File: src/rtl/alu_serial_pkg.sv
// Shared types for the digit-serial ALU: operation codes, FSM states and
// a helper for sizing the digit counter.
package alu_pkg;

    typedef enum logic [1:0] {
        OP_NAND = 2'b00,
        OP_NOR  = 2'b01,
        OP_ADD  = 2'b10,
        OP_SUB  = 2'b11
    } op_e;

    typedef enum logic [1:0] {
        IDLE,
        RUN,
        DONE
    } state_e;

    // Counter width for n digits; never narrower than one bit so N=1 still works.
    function automatic int cntWidth(input int n);
        return (n > 1) ? $clog2(n) : 1;
    endfunction

endpackage

File: src/rtl/alu_serial_if.sv
// Start/busy/done request interface between the register file side (master)
// and the serial ALU (slave). Macro ALU_SERIAL_ACC_EN adds the acc_sel request bit.
interface alu_serial_if #(
    parameter int WIDTH = 8
);
    logic             start;
    logic [WIDTH-1:0] a;
    logic [WIDTH-1:0] b;
    logic             cin;
    logic [1:0]       s_op;
`ifdef ALU_SERIAL_ACC_EN
    logic             acc_sel;
`endif
    logic             busy;
    logic             done;
    logic [WIDTH-1:0] z;
    logic             cout;
    logic             zero;
    logic             ovf;

`ifdef ALU_SERIAL_ACC_EN
    modport master (output start, a, b, cin, s_op, acc_sel,
                    input  busy, done, z, cout, zero, ovf);
    modport slave  (input  start, a, b, cin, s_op, acc_sel,
                    output busy, done, z, cout, zero, ovf);
`else
    modport master (output start, a, b, cin, s_op,
                    input  busy, done, z, cout, zero, ovf);
    modport slave  (input  start, a, b, cin, s_op,
                    output busy, done, z, cout, zero, ovf);
`endif

endinterface

File: src/rtl/alu_serial_digit.sv
// Combinational DIGIT-wide ALU slice: a ripple of full-adder/logic bits.
// Carry-out and carry-into-MSB are forced to 0 for the logic operations.
module alu_digit
    import alu_pkg::*;
#(
    parameter int DIGIT = 1
) (
    input  logic [DIGIT-1:0] i_a,
    input  logic [DIGIT-1:0] i_b,
    input  logic             i_cin,
    input  op_e              i_op,
    output logic [DIGIT-1:0] o_z,
    output logic             o_cout,
    output logic             o_cmsb
);

    logic w_arith;
    logic w_carry;
    logic w_cmsb;
    logic w_bb;

    // Ripple through the slice bit by bit; SUB inverts b so a+~b+cin gives a-b.
    always_comb begin
        w_arith = (i_op == OP_ADD) || (i_op == OP_SUB);
        w_carry = i_cin;
        w_cmsb  = 1'b0;
        w_bb    = 1'b0;
        o_z     = '0;
        for (int i = 0; i < DIGIT; i++) begin
            w_bb = (i_op == OP_SUB) ? ~i_b[i] : i_b[i];
            case (i_op)
                OP_NAND: o_z[i] = ~(i_a[i] & i_b[i]);
                OP_NOR:  o_z[i] = ~(i_a[i] | i_b[i]);
                default: o_z[i] = i_a[i] ^ w_bb ^ w_carry;
            endcase
            w_cmsb  = w_carry;
            w_carry = (i_a[i] & w_bb) | (w_carry & (i_a[i] ^ w_bb));
        end
        o_cout = w_arith & w_carry;
        o_cmsb = w_arith & w_cmsb;
    end

endmodule

File: src/rtl/alu_serial.sv
// Digit-serial ALU: NAND/NOR/ADD/SUB on WIDTH-bit operands, DIGIT bits per
// clock, with start/busy/done handshake and carry/zero/overflow flags.
// Optional macro ALU_SERIAL_ACC_EN: acc_sel=1 substitutes the z register for a.
module alu_serial
    import alu_pkg::*;
#(
    parameter int WIDTH = 8,
    parameter int DIGIT = 1
) (
    input  logic       clk,
    input  logic       rst,
    alu_serial_if.slave bus
);

    localparam int N  = WIDTH / DIGIT;
    localparam int CW = cntWidth(N);

    state_e           r_state;
    state_e           w_next;
    logic [WIDTH-1:0] r_a;
    logic [WIDTH-1:0] r_b;
    logic [WIDTH-1:0] r_res;
    logic [WIDTH-1:0] r_z;
    logic             r_carry;
    op_e              r_op;
    logic [CW-1:0]    r_cnt;
    logic             r_cout;
    logic             r_zero;
    logic             r_ovf;

    logic             w_busy;
    logic             w_done;
    logic             w_load;
    logic             w_last;
    logic [WIDTH-1:0] w_aIn;
    logic [DIGIT-1:0] w_digA;
    logic [DIGIT-1:0] w_digB;
    logic [DIGIT-1:0] w_digZ;
    logic             w_dcout;
    logic             w_dcmsb;
    logic [WIDTH-1:0] w_resFull;

    // A new request is accepted whenever no operation is running, including DONE.
    assign w_load = bus.start && (r_state != RUN);
    assign w_last = (r_state == RUN) && (r_cnt == CW'(N - 1));

`ifdef ALU_SERIAL_ACC_EN
    assign w_aIn = bus.acc_sel ? r_z : bus.a;
`else
    assign w_aIn = bus.a;
`endif

    // Select the current digit of the shadowed operands and merge its result.
    always_comb begin
        w_digA    = r_a[int'(r_cnt) * DIGIT +: DIGIT];
        w_digB    = r_b[int'(r_cnt) * DIGIT +: DIGIT];
        w_resFull = r_res;
        w_resFull[int'(r_cnt) * DIGIT +: DIGIT] = w_digZ;
    end

    alu_digit #(
        .DIGIT (DIGIT)
    ) u_digit (
        .i_a    (w_digA),
        .i_b    (w_digB),
        .i_cin  (r_carry),
        .i_op   (r_op),
        .o_z    (w_digZ),
        .o_cout (w_dcout),
        .o_cmsb (w_dcmsb)
    );

    // State register; reset abandons any operation in flight.
    always_ff @(posedge clk) begin
        if (rst) r_state <= IDLE;
        else     r_state <= w_next;
    end

    // Next state: RUN for N edges, one DONE cycle, back-to-back start allowed from DONE.
    always_comb begin
        w_next = r_state;
        case (r_state)
            IDLE:    if (bus.start) w_next = RUN;
            RUN:     if (w_last)    w_next = DONE;
            DONE:    w_next = bus.start ? RUN : IDLE;
            default: w_next = IDLE;
        endcase
    end

    // Handshake outputs decoded directly from the state.
    always_comb begin
        w_busy = (r_state == RUN);
        w_done = (r_state == DONE);
    end

    // Operand shadowing, per-digit carry chain and result/flag capture on the last digit.
    always_ff @(posedge clk) begin
        if (rst) begin
            r_a     <= '0;
            r_b     <= '0;
            r_res   <= '0;
            r_carry <= 1'b0;
            r_op    <= OP_NAND;
            r_cnt   <= '0;
            r_z     <= '0;
            r_cout  <= 1'b0;
            r_zero  <= 1'b0;
            r_ovf   <= 1'b0;
        end else if (w_load) begin
            r_a     <= w_aIn;
            r_b     <= bus.b;
            r_res   <= '0;
            r_carry <= bus.cin;
            r_op    <= op_e'(bus.s_op);
            r_cnt   <= '0;
        end else if (r_state == RUN) begin
            r_carry <= w_dcout;
            r_res   <= w_resFull;
            r_cnt   <= r_cnt + CW'(1);
            if (w_last) begin
                r_z    <= w_resFull;
                r_cout <= w_dcout;
                r_zero <= (w_resFull == '0);
                r_ovf  <= w_dcout ^ w_dcmsb;
            end
        end
    end

    assign bus.busy = w_busy;
    assign bus.done = w_done;
    assign bus.z    = r_z;
    assign bus.cout = r_cout;
    assign bus.zero = r_zero;
    assign bus.ovf  = r_ovf;

endmodule

File: src/flat_wrapper.sv
// flat-port wrapper written by rule: the top's interface ports become plain ports
module alu_serial_flat import alu_pkg::*;
#(
    parameter int WIDTH = 8,
    parameter int DIGIT = 1
)
  (clk, rst, bus_start, bus_a, bus_b, bus_cin, bus_s_op, bus_busy, bus_done, bus_z, bus_cout, bus_zero, bus_ovf);
  alu_serial_if #(.WIDTH(WIDTH)) bus_i ();
  input  logic clk;
  input  logic rst;
  input wire logic [$bits(bus_i.start)-1:0] bus_start;
  input wire logic [$bits(bus_i.a)-1:0] bus_a;
  input wire logic [$bits(bus_i.b)-1:0] bus_b;
  input wire logic [$bits(bus_i.cin)-1:0] bus_cin;
  input wire logic [$bits(bus_i.s_op)-1:0] bus_s_op;
  output wire logic [$bits(bus_i.busy)-1:0] bus_busy;
  output wire logic [$bits(bus_i.done)-1:0] bus_done;
  output wire logic [$bits(bus_i.z)-1:0] bus_z;
  output wire logic [$bits(bus_i.cout)-1:0] bus_cout;
  output wire logic [$bits(bus_i.zero)-1:0] bus_zero;
  output wire logic [$bits(bus_i.ovf)-1:0] bus_ovf;
  assign bus_i.start = bus_start;
  assign bus_i.a = bus_a;
  assign bus_i.b = bus_b;
  assign bus_i.cin = bus_cin;
  assign bus_i.s_op = bus_s_op;
  assign bus_busy = bus_i.busy;
  assign bus_done = bus_i.done;
  assign bus_z = bus_i.z;
  assign bus_cout = bus_i.cout;
  assign bus_zero = bus_i.zero;
  assign bus_ovf = bus_i.ovf;
  alu_serial #(.WIDTH(WIDTH), .DIGIT(DIGIT)) u_core (.clk(clk), .rst(rst), .bus(bus_i));
endmodule
File: config.mk
export PLATFORM = sky130hd
export DESIGN_NAME = alu_serial_flat
export DESIGN_NICKNAME = d
export VERILOG_FILES = /design/src/rtl/alu_serial_pkg.sv /design/src/rtl/alu_serial_if.sv /design/src/rtl/alu_serial_digit.sv /design/src/rtl/alu_serial.sv /design/src/flat_wrapper.sv
export SDC_FILE = /design/constraint.sdc
export NUM_CORES = 1
export LEC_CHECK = 0
export CELL_PAD_IN_SITES_DETAIL_PLACEMENT = 0
export CELL_PAD_IN_SITES_GLOBAL_PLACEMENT = 1
export CORE_MARGIN = 5
export CORE_UTILIZATION = 26
export DETAILED_ROUTE_END_ITERATION = 7
export PLACE_DENSITY = 0.6
export RECOVER_POWER = 100
export SLEW_MARGIN = 20
export SYNTH_ARGS = -nofsm -noshare
export SYNTH_HDL_FRONTEND = slang
export SYNTH_SLANG_ARGS = --single-unit
File: constraint.sdc
create_clock -name clk -period 3.5 [get_ports clk]
set_input_delay 0.35 -clock clk [delete_from_list [all_inputs] [get_ports clk]]
set_output_delay 0.35 -clock clk [all_outputs]
set_load 0.02 [all_outputs]
==> summary.md, run 1 <==
| Metric | Value |
|---|---|
| Status | `completed` |
| Max Slew Vio Count | `0` |
| Largest net degree at the start of global routing | `26` |
| Crit Path Class | `reg -> reg` |
| CTS tree | `yes` |
| Critical Path AT | `3.36 ns` |
| Clk sinks | `43` |
| Die Y | `100 um` |
| GRT busiest layer | `met2` |
| Post-layout util | `0.333` |
| Netlist Area Pre-Place | `2110 um2` |
| Initial Utilization | `0.271` |
| Die Span X | `100 um` |
| Clk Latency, worst-skew pair | `0.30 ns` |
| Combinational fraction of design power | `0.152` |
| Initial antenna violation count | `0` |
| Sequential share of the synthesized area | `0.407` |
| Slew @ Worst Pin | `1.09 ns` |
| Mean area per synthesized cell | `8.19 um2` |
| Met1 usage | `0.152` |
| Power share of the clock group | `0.317` |
| Area growth from synthesis to layout | `23.1%` |
| # rows | `32` |
| EDFF count, synth | `0` |
| Setup repair bufs after CTS | `0` |
| DR vias | `1,836` |
| Switching share of power | `0.275` |
| Slew HR | `0.275` |
| Mapped Cells | `258` |
| Leak Pwr | `0.931 nW` |
| Die area | `10,000 um2` |
| H-tree depth | `2` |
| Power per Cell Area | `378 nW/um2` |
| Finished Cell Area | `2600 um2` |
| Drt pass-1 iters | `7` |
| Crit Path Max Fanout | `9` |
| Clock slew at reported path FFs | `0.08 ns` |
| CTS root buf | `clkbuf_8` |
| Initial DRC count | `77` |
| First-pass GRT wire length | `9.07 mm` |
| Count of final setup violators | `0` |
| Synth top area share | `0.407` |
| Placed Area | `2530 um2` |
| Ys async rst share | `0` |
| CP Capture Type | `flip-flop` |
| Post-Route WL | `5.11 mm` |
| Worst min path class | `reg -> reg` |
| Hold Fails Final Rpt | `0` |
| Max clock buf depth | `2` |
| Unrepaired setup endpoints after global routing | `false` |
| NumNets Final | `311` |
| Ys Warns | `0` |
| Distinct cell type count after synthesis | `43` |
| Fin crit period | `3.13 ns` |
| N_diodes | `0` |
| CTS Buf Count | `5` |
| Peak Freq | `319 MHz` |
| Maximum Capacitance Violations | `0` |
| Internal power | `713 uW` |
| Crit share post-route | `0.896` |
| Port Buf Inserts | `34` |
| Hold_buf cts | `0` |
| M3 GR Usage | `0.0229` |
| Top cells by area, synth | `dfxtp_1 (41%), nand2_1 (9.6%), a21oi_1 (8.1%)` |
| Global-route usage over all layers | `0.111` |
| M2 GR Usage | `0.171` |
| Worst vdd ir | `0.133 mV` |
| RD Place Congestion | `0.775` |
| GR Overflow Total | `0` |
| Number of global-route vias before repair | `1,891` |
| Net Sw Power | `270 uW` |
| WL per Instance | `13.2 um` |
| Clock Skews | `0.00870 ns` |
| Synth Flop Type | `dfxtp_1` |
| Syn_nets | `285` |
| Seq pwr share | `0.530` |
| Worst Path Required | `3.73 ns` |
| Post-route ant nets | `0` |
| Synth area leader | `dfxtp_1` |
| Residual DRC | `0` |
| IO Pins | `35` |
| Flops & latches, synth | `43` |
| Fin Setup TNS | `0 ns` |
| CORE AREA | `7810 um2` |
| DR vias/cell | `4.74` |
| Crit start category | `flip-flop` |
| Share of cells above drive strength 1 | `0.0737` |
| DP HPWL | `3.77 mm` |
kinds of logic after synthesis:
group                      Yosys count  synth area share
DFF                                 43             0.407
muxes                               13            0.0935
AOI/OAI and AO/OA                   57             0.156
buffers and inverters               26            0.0497
and+or+nand+nor                    110             0.243
adders and majority gates            6            0.0385
xor gates and xnor gates             3            0.0124
synthesized netlist by cell type, drive strengths merged, types with 5 or more instances:
master and n:
dfxtp 43, a211oi 5, clkbuf 18, nand4 8, nor2 20, a21oi 34
nor3 6, inv 7, mux2i 5, nand2 54, o21ai 7
metal layers:
layer	wire, um	up-vias	part of all wire
met4	73	0	0.014
li1	-	948	-
met1	2490	838	0.49
met2	2310	40	0.45
met3	238	10	0.047
met5	0	-	0
area by class of cell:
type / count / area, um2
Clock buffer: 6 / 72.6
Tap cell: 102 / 128
Clock inverter: 2 / 12.5
Multi-Input combinational cell: 189 / 1130
Inverter: 7 / 26.3
Fill cell: 840 / 5200
Sequential cell: 43 / 862
Timing Repair Buffer: 38 / 367
worst max-delay path: stages (launching register included):
cell and delay, ns:
dfxtp_2 0.45, mux4_2 0.52, mux2_1 0.35, xnor2_1 0.16
fa_1 0.53, inv_1 0.05, mux2i_1 0.65, nand4_1 0.17
a31oi_1 0.19
power groups by stage:
stage | Clock [mW] | Combinational (mW) | Sequential [mW]
final | 0.312 | 0.150 | 0.521
after detailed placement | 0 | 0.155 | 0.534
after global placement | 0 | 0.155 | 0.534
after floorplan | 0 | 0.110 | 0.525
after global routing | 0.342 | 0.171 | 0.525
after CTS | 0.326 | 0.156 | 0.522
path summary, 6_finish.rpt:
| path | start | end | slack, ns | cells after the start |
|---|---|---|---|---|
| setup / recovery | u_core.r_cnt[0] | u_core.bus.z[7] | 0.37 | 8 |
| hold / removal | u_core.r_a[1] | u_core.r_a[1] | 0.46 | 2 |
| setup reg to reg | u_core.r_cnt[0] | u_core.bus.z[7] | 0.37 | 8 |
| hold reg to reg | u_core.r_a[1] | u_core.r_a[1] | 0.46 | 2 |
per-stage QoR:
stage | power [mW] | std cells | worst slack, ns | hold slack (ns)
2_1_floorplan | 0.635 | 258 | 0.560 | 0.433
3_3_place_gp | 0.689 | 379 | 0.443 | 0.445
3_5_place_dp | 0.689 | 379 | 0.290 | 0.447
4_1_cts | 1.00 | 387 | 0.263 | 0.459
5_1_grt | 1.04 | 387 | 0.0659 | 0.485
6_report | 0.983 | 387 | 0.365 | 0.456
repair_timing:
item                                    4_1_cts  5_1_grt
endpoints found under the setup margin        0        1
resized for setup                             0        1
endpoints found under the hold margin         0        0
layout by cell type (no fill, tap or decap), drive strengths merged, types with 2 or more instances in the layout:
cell type,count
a211oi,5
a21boi,2
a21oi,34
a31oi,2
and2,4
buf,3
clkbuf,7
clkdlybuf4s50,20
dfxtp,43
dlygate4sd3,14
ha,4
inv,7
mux2,4
mux2i,5
mux4,4
nand2,54
nand2b,2
nand3,3
nand4,8
nand4b,2
nor2,20
nor3,6
nor3b,2
nor4,3
o21ai,7
xnor2,2
registers in the layout (all words and copies together), names as in the netlist:
register / count
u_core.r_res: 8
u_core.bus.ovf: 1
u_core.r_op: 2
u_core.r_cnt: 3
u_core.r_state: 2
u_core.bus.z: 8
u_core.r_carry: 1
u_core.bus.cout: 1
u_core.r_b: 8
u_core.bus.zero: 1
u_core.r_a: 8
Power figures use the tool's default switching activity.
==> inputs of run 2 (changes only) <==
Settings changed: SKIP_CTS_REPAIR_TIMING set to 1, SKIP_LAST_GASP set to 1.
Clock period 3.5 ns to 3.73 ns, I/O delays scaled along.
==> summary.md, run 2 (synthesis gave the netlist of run 1 again) <==
| Metric | Value |
|---|---|
| Crit start category | `flip-flop (unchanged)` |
| Placed Cells | `379 (unchanged)` |
| Met1 wire length | `2.56 mm (was 2.49 mm)` |
| Max clock buf depth | `2 (unchanged)` |
| Dpl ws | `0.519 ns (was 0.290 ns)` |
| NumNets Final | `311 (unchanged)` |
| # rows | `32 (unchanged)` |
| RD Place Congestion | `0.775 (about the same)` |
| Worst path bufs/invs | `0 (was 1)` |
| Total power | `946 uW (was 983 uW)` |
| Max Slew Vio Count | `0 (unchanged)` |
| Hold Fails Final Rpt | `0 (unchanged)` |
| Die Span X | `100 um (unchanged)` |
| Initial DRC count | `55 (was 77)` |
| Filler cells | `827 (was 840)` |
| Critical Path Max Stage Delay | `0.55 ns (was 0.65 ns)` |
| Most frequent cells in the layout | `nand2_1 (54), dfxtp_1 (43), a21oi_1 (34) (was nand2_1 (54), dfxtp_1 (42), a21oi_1 (34))` |
| Fin crit period | `3.28 ns (was 3.13 ns)` |
| N_diodes | `0 (unchanged)` |
| Post-Route WL | `5.07 mm (was 5.11 mm)` |
| Unrepaired setup endpoints after global routing | `false (unchanged)` |
| Cell depth of the worst flop-to-flop path | `10 (was 8)` |
| Clk sinks | `43 (unchanged)` |
| Critical Path AT | `3.53 ns (was 3.36 ns)` |
| DR vias | `1,814 (was 1,836)` |
| GR Overflow Total | `0 (unchanged)` |
| Slew HR | `0.266 (was 0.275)` |
| Worst vdd ir | `0.136 mV (was 0.133 mV)` |
| Leak Pwr | `0.936 nW (was 0.931 nW)` |
| Crit share post-route | `0.880 (was 0.896)` |
| IO Pins | `35 (unchanged)` |
| WL met3 | `159 um (was 238 um)` |
| Commonest non-fill, non-tap cell in the layout | `nand2_1 (unchanged)` |
| Peak Freq | `305 MHz (was 319 MHz)` |
| Critical-path top delay cell | `dfxtp_1 (was mux2i_1)` |
| Setup slack, reg-to-reg | `0.45 ns (was 0.37 ns)` |
| Drt pass-1 iters | `4 (was 7)` |
| Share of cells above drive strength 1 | `0.0737 (unchanged)` |
| Crit Path Max Fanout | `7 (was 9)` |
| Number of global-route vias before repair | `1,793 (was 1,891)` |
| Uppermost layer routed | `met4 (unchanged)` |
| Initial antenna violation count | `0 (unchanged)` |
| Clk Latency, worst-skew pair | `0.30 ns (about the same)` |
| Hold_sp | `u_core.bus.ovf (was u_core.r_a[1])` |
| Area growth from synthesis to layout | `23.7% (was 23.1%)` |
| CTS tree | `yes (unchanged)` |
| Fin Setup TNS | `0 ns (unchanged)` |
| Critical path's top delay family | `multiplexers (unchanged)` |
| Crit-path cells | `mux4_2 > mux2_1 > xnor2_1 > fa_1 > nand2_1 > nor2_1 > o21ai_0 > nand4_1 > a2111oi_0 > a31o_1 (was mux4_2 > mux2_1 > xnor2_1 > fa_1 > inv_1 > mux2i_1 > nand4_1 > a31oi_1)` |
| WHS Path Cells | `2 (unchanged)` |
| Status | `completed (unchanged)` |
| DR vias/cell | `4.69 (was 4.74)` |
| Count of final setup violators | `0 (unchanged)` |
| Clock slew at reported path FFs | `0.08 ns (about the same)` |
| Slew @ Worst Pin | `1.10 ns (was 1.09 ns)` |
| Initial Utilization | `0.271 (unchanged)` |
| Global-route usage over all layers | `0.108 (was 0.111)` |
| Die area | `10,000 um2 (unchanged)` |
| Worst Path Required | `3.97 ns (was 3.73 ns)` |
| H-tree depth | `2 (unchanged)` |
| Power per Cell Area | `362 nW/um2 (was 378 nW/um2)` |
| CTS Buf Count | `5 (unchanged)` |
| Met2 routed wirelength | `2.28 mm (was 2.31 mm)` |
| Worst min path class | `reg -> reg (unchanged)` |
| Worst hold endpoint | `u_core.bus.ovf (was u_core.r_a[1])` |
| Crit Reg-Reg Startpoint | `u_core.r_cnt[0] (unchanged)` |
| CORE AREA | `7810 um2 (unchanged)` |
| Final worst slack | `0.448 ns (was 0.365 ns)` |
| Port Buf Inserts | `34 (unchanged)` |
| Clock Skews | `0.00650 ns (was 0.00870 ns)` |
| First-pass GRT wire length | `8.79 mm (was 9.07 mm)` |
| RR Endpoint | `u_core.bus.zero (was u_core.bus.z[7])` |
| DP HPWL | `3.74 mm (was 3.77 mm)` |
| Crit Path Class | `reg -> reg (unchanged)` |
| Residual DRC | `0 (unchanged)` |
| Die Y | `100 um (unchanged)` |
| Post-route ant nets | `0 (unchanged)` |
| WL per Instance | `13.1 um (was 13.2 um)` |
| Fin cells | `387 (unchanged)` |
| Maximum Capacitance Violations | `0 (unchanged)` |
| CP Capture Type | `flip-flop (unchanged)` |
| CTS root buf | `clkbuf_8 (unchanged)` |
| Largest net degree at the start of global routing | `26 (unchanged)` |
## run 2: changes by cell type in the layout (fill, tap and decap cells not counted)
cell | previous run | this run
clkbuf_8 | 5 | 6
dfxtp_2 | 1 | 0
dfxtp_1 | 42 | 43
clkinv_4 | 0 | 1
clkinv_2 | 1 | 0
clkbuf_1 | 2 | 1
## run 2: power breakdown
group / internal [mW] / switching (mW) / total [mW]
combinational: 0.0625 / 0.0776 / 0.140
clock: 0.151 / 0.166 / 0.317
sequential: 0.475 / 0.0136 / 0.489
total: 0.689 / 0.257 / 0.946
## run 2: final cells by class
cell class	instances	area, um2	area share
multi-input combinational	189	1130	0.434
sequential	43	861	0.329
timing repair buffer	38	367	0.140
tap	102	128	0.0488
clock buffer	6	82.6	0.0316
inverter	7	26.3	0.0100
clock inverter	2	16.3	0.00622
## run 2: layer usage
| metal | up-vias | track usage |
|---|---|---|
| li1 | 951 | - |
| met4 | 0 | 0.0342 |
| met3 | 8 | 0.0250 |
| met2 | 27 | 0.168 |
| met5 | - | 0 |
| met1 | 828 | 0.148 |
## run 2: stage by stage
step           area (um2)  utilization  hold WS (ns)
2_1_floorplan        2110            -         0.433
3_3_place_gp         2530        0.324         0.445
3_5_place_dp         2530        0.324         0.447
4_1_cts              2630        0.337         0.459
5_1_grt              2620        0.335         0.484
6_report             2620        0.335         0.456
## run 2: how the worst max path moves through the flow
stage                    start              end  slack (ns)  depth (start not counted)
5_1_grt        u_core.r_cnt[0]  u_core.bus.z[7]        0.13                          8
3_5_place_dp   u_core.r_cnt[0]  u_core.bus.zero        0.52                         10
2_1_floorplan  u_core.r_cnt[0]  u_core.bus.zero        0.79                         11
6_report       u_core.r_cnt[0]  u_core.bus.zero        0.45                         10
4_1_cts        u_core.r_cnt[0]  u_core.bus.zero        0.49                         10
3_3_place_gp   u_core.r_cnt[0]  u_core.bus.zero        0.67                         10
## run 2: worst register-to-register path, stage by stage (launching register included)
cell and delay, ns:
dfxtp_1 0.55, mux4_2 0.55, mux2_1 0.35, xnor2_1 0.21, fa_1 0.48, nand2_1 0.14, nor2_1 0.08, o21ai_0 0.09
nand4_1 0.11, a2111oi_0 0.47, a31o_1 0.20
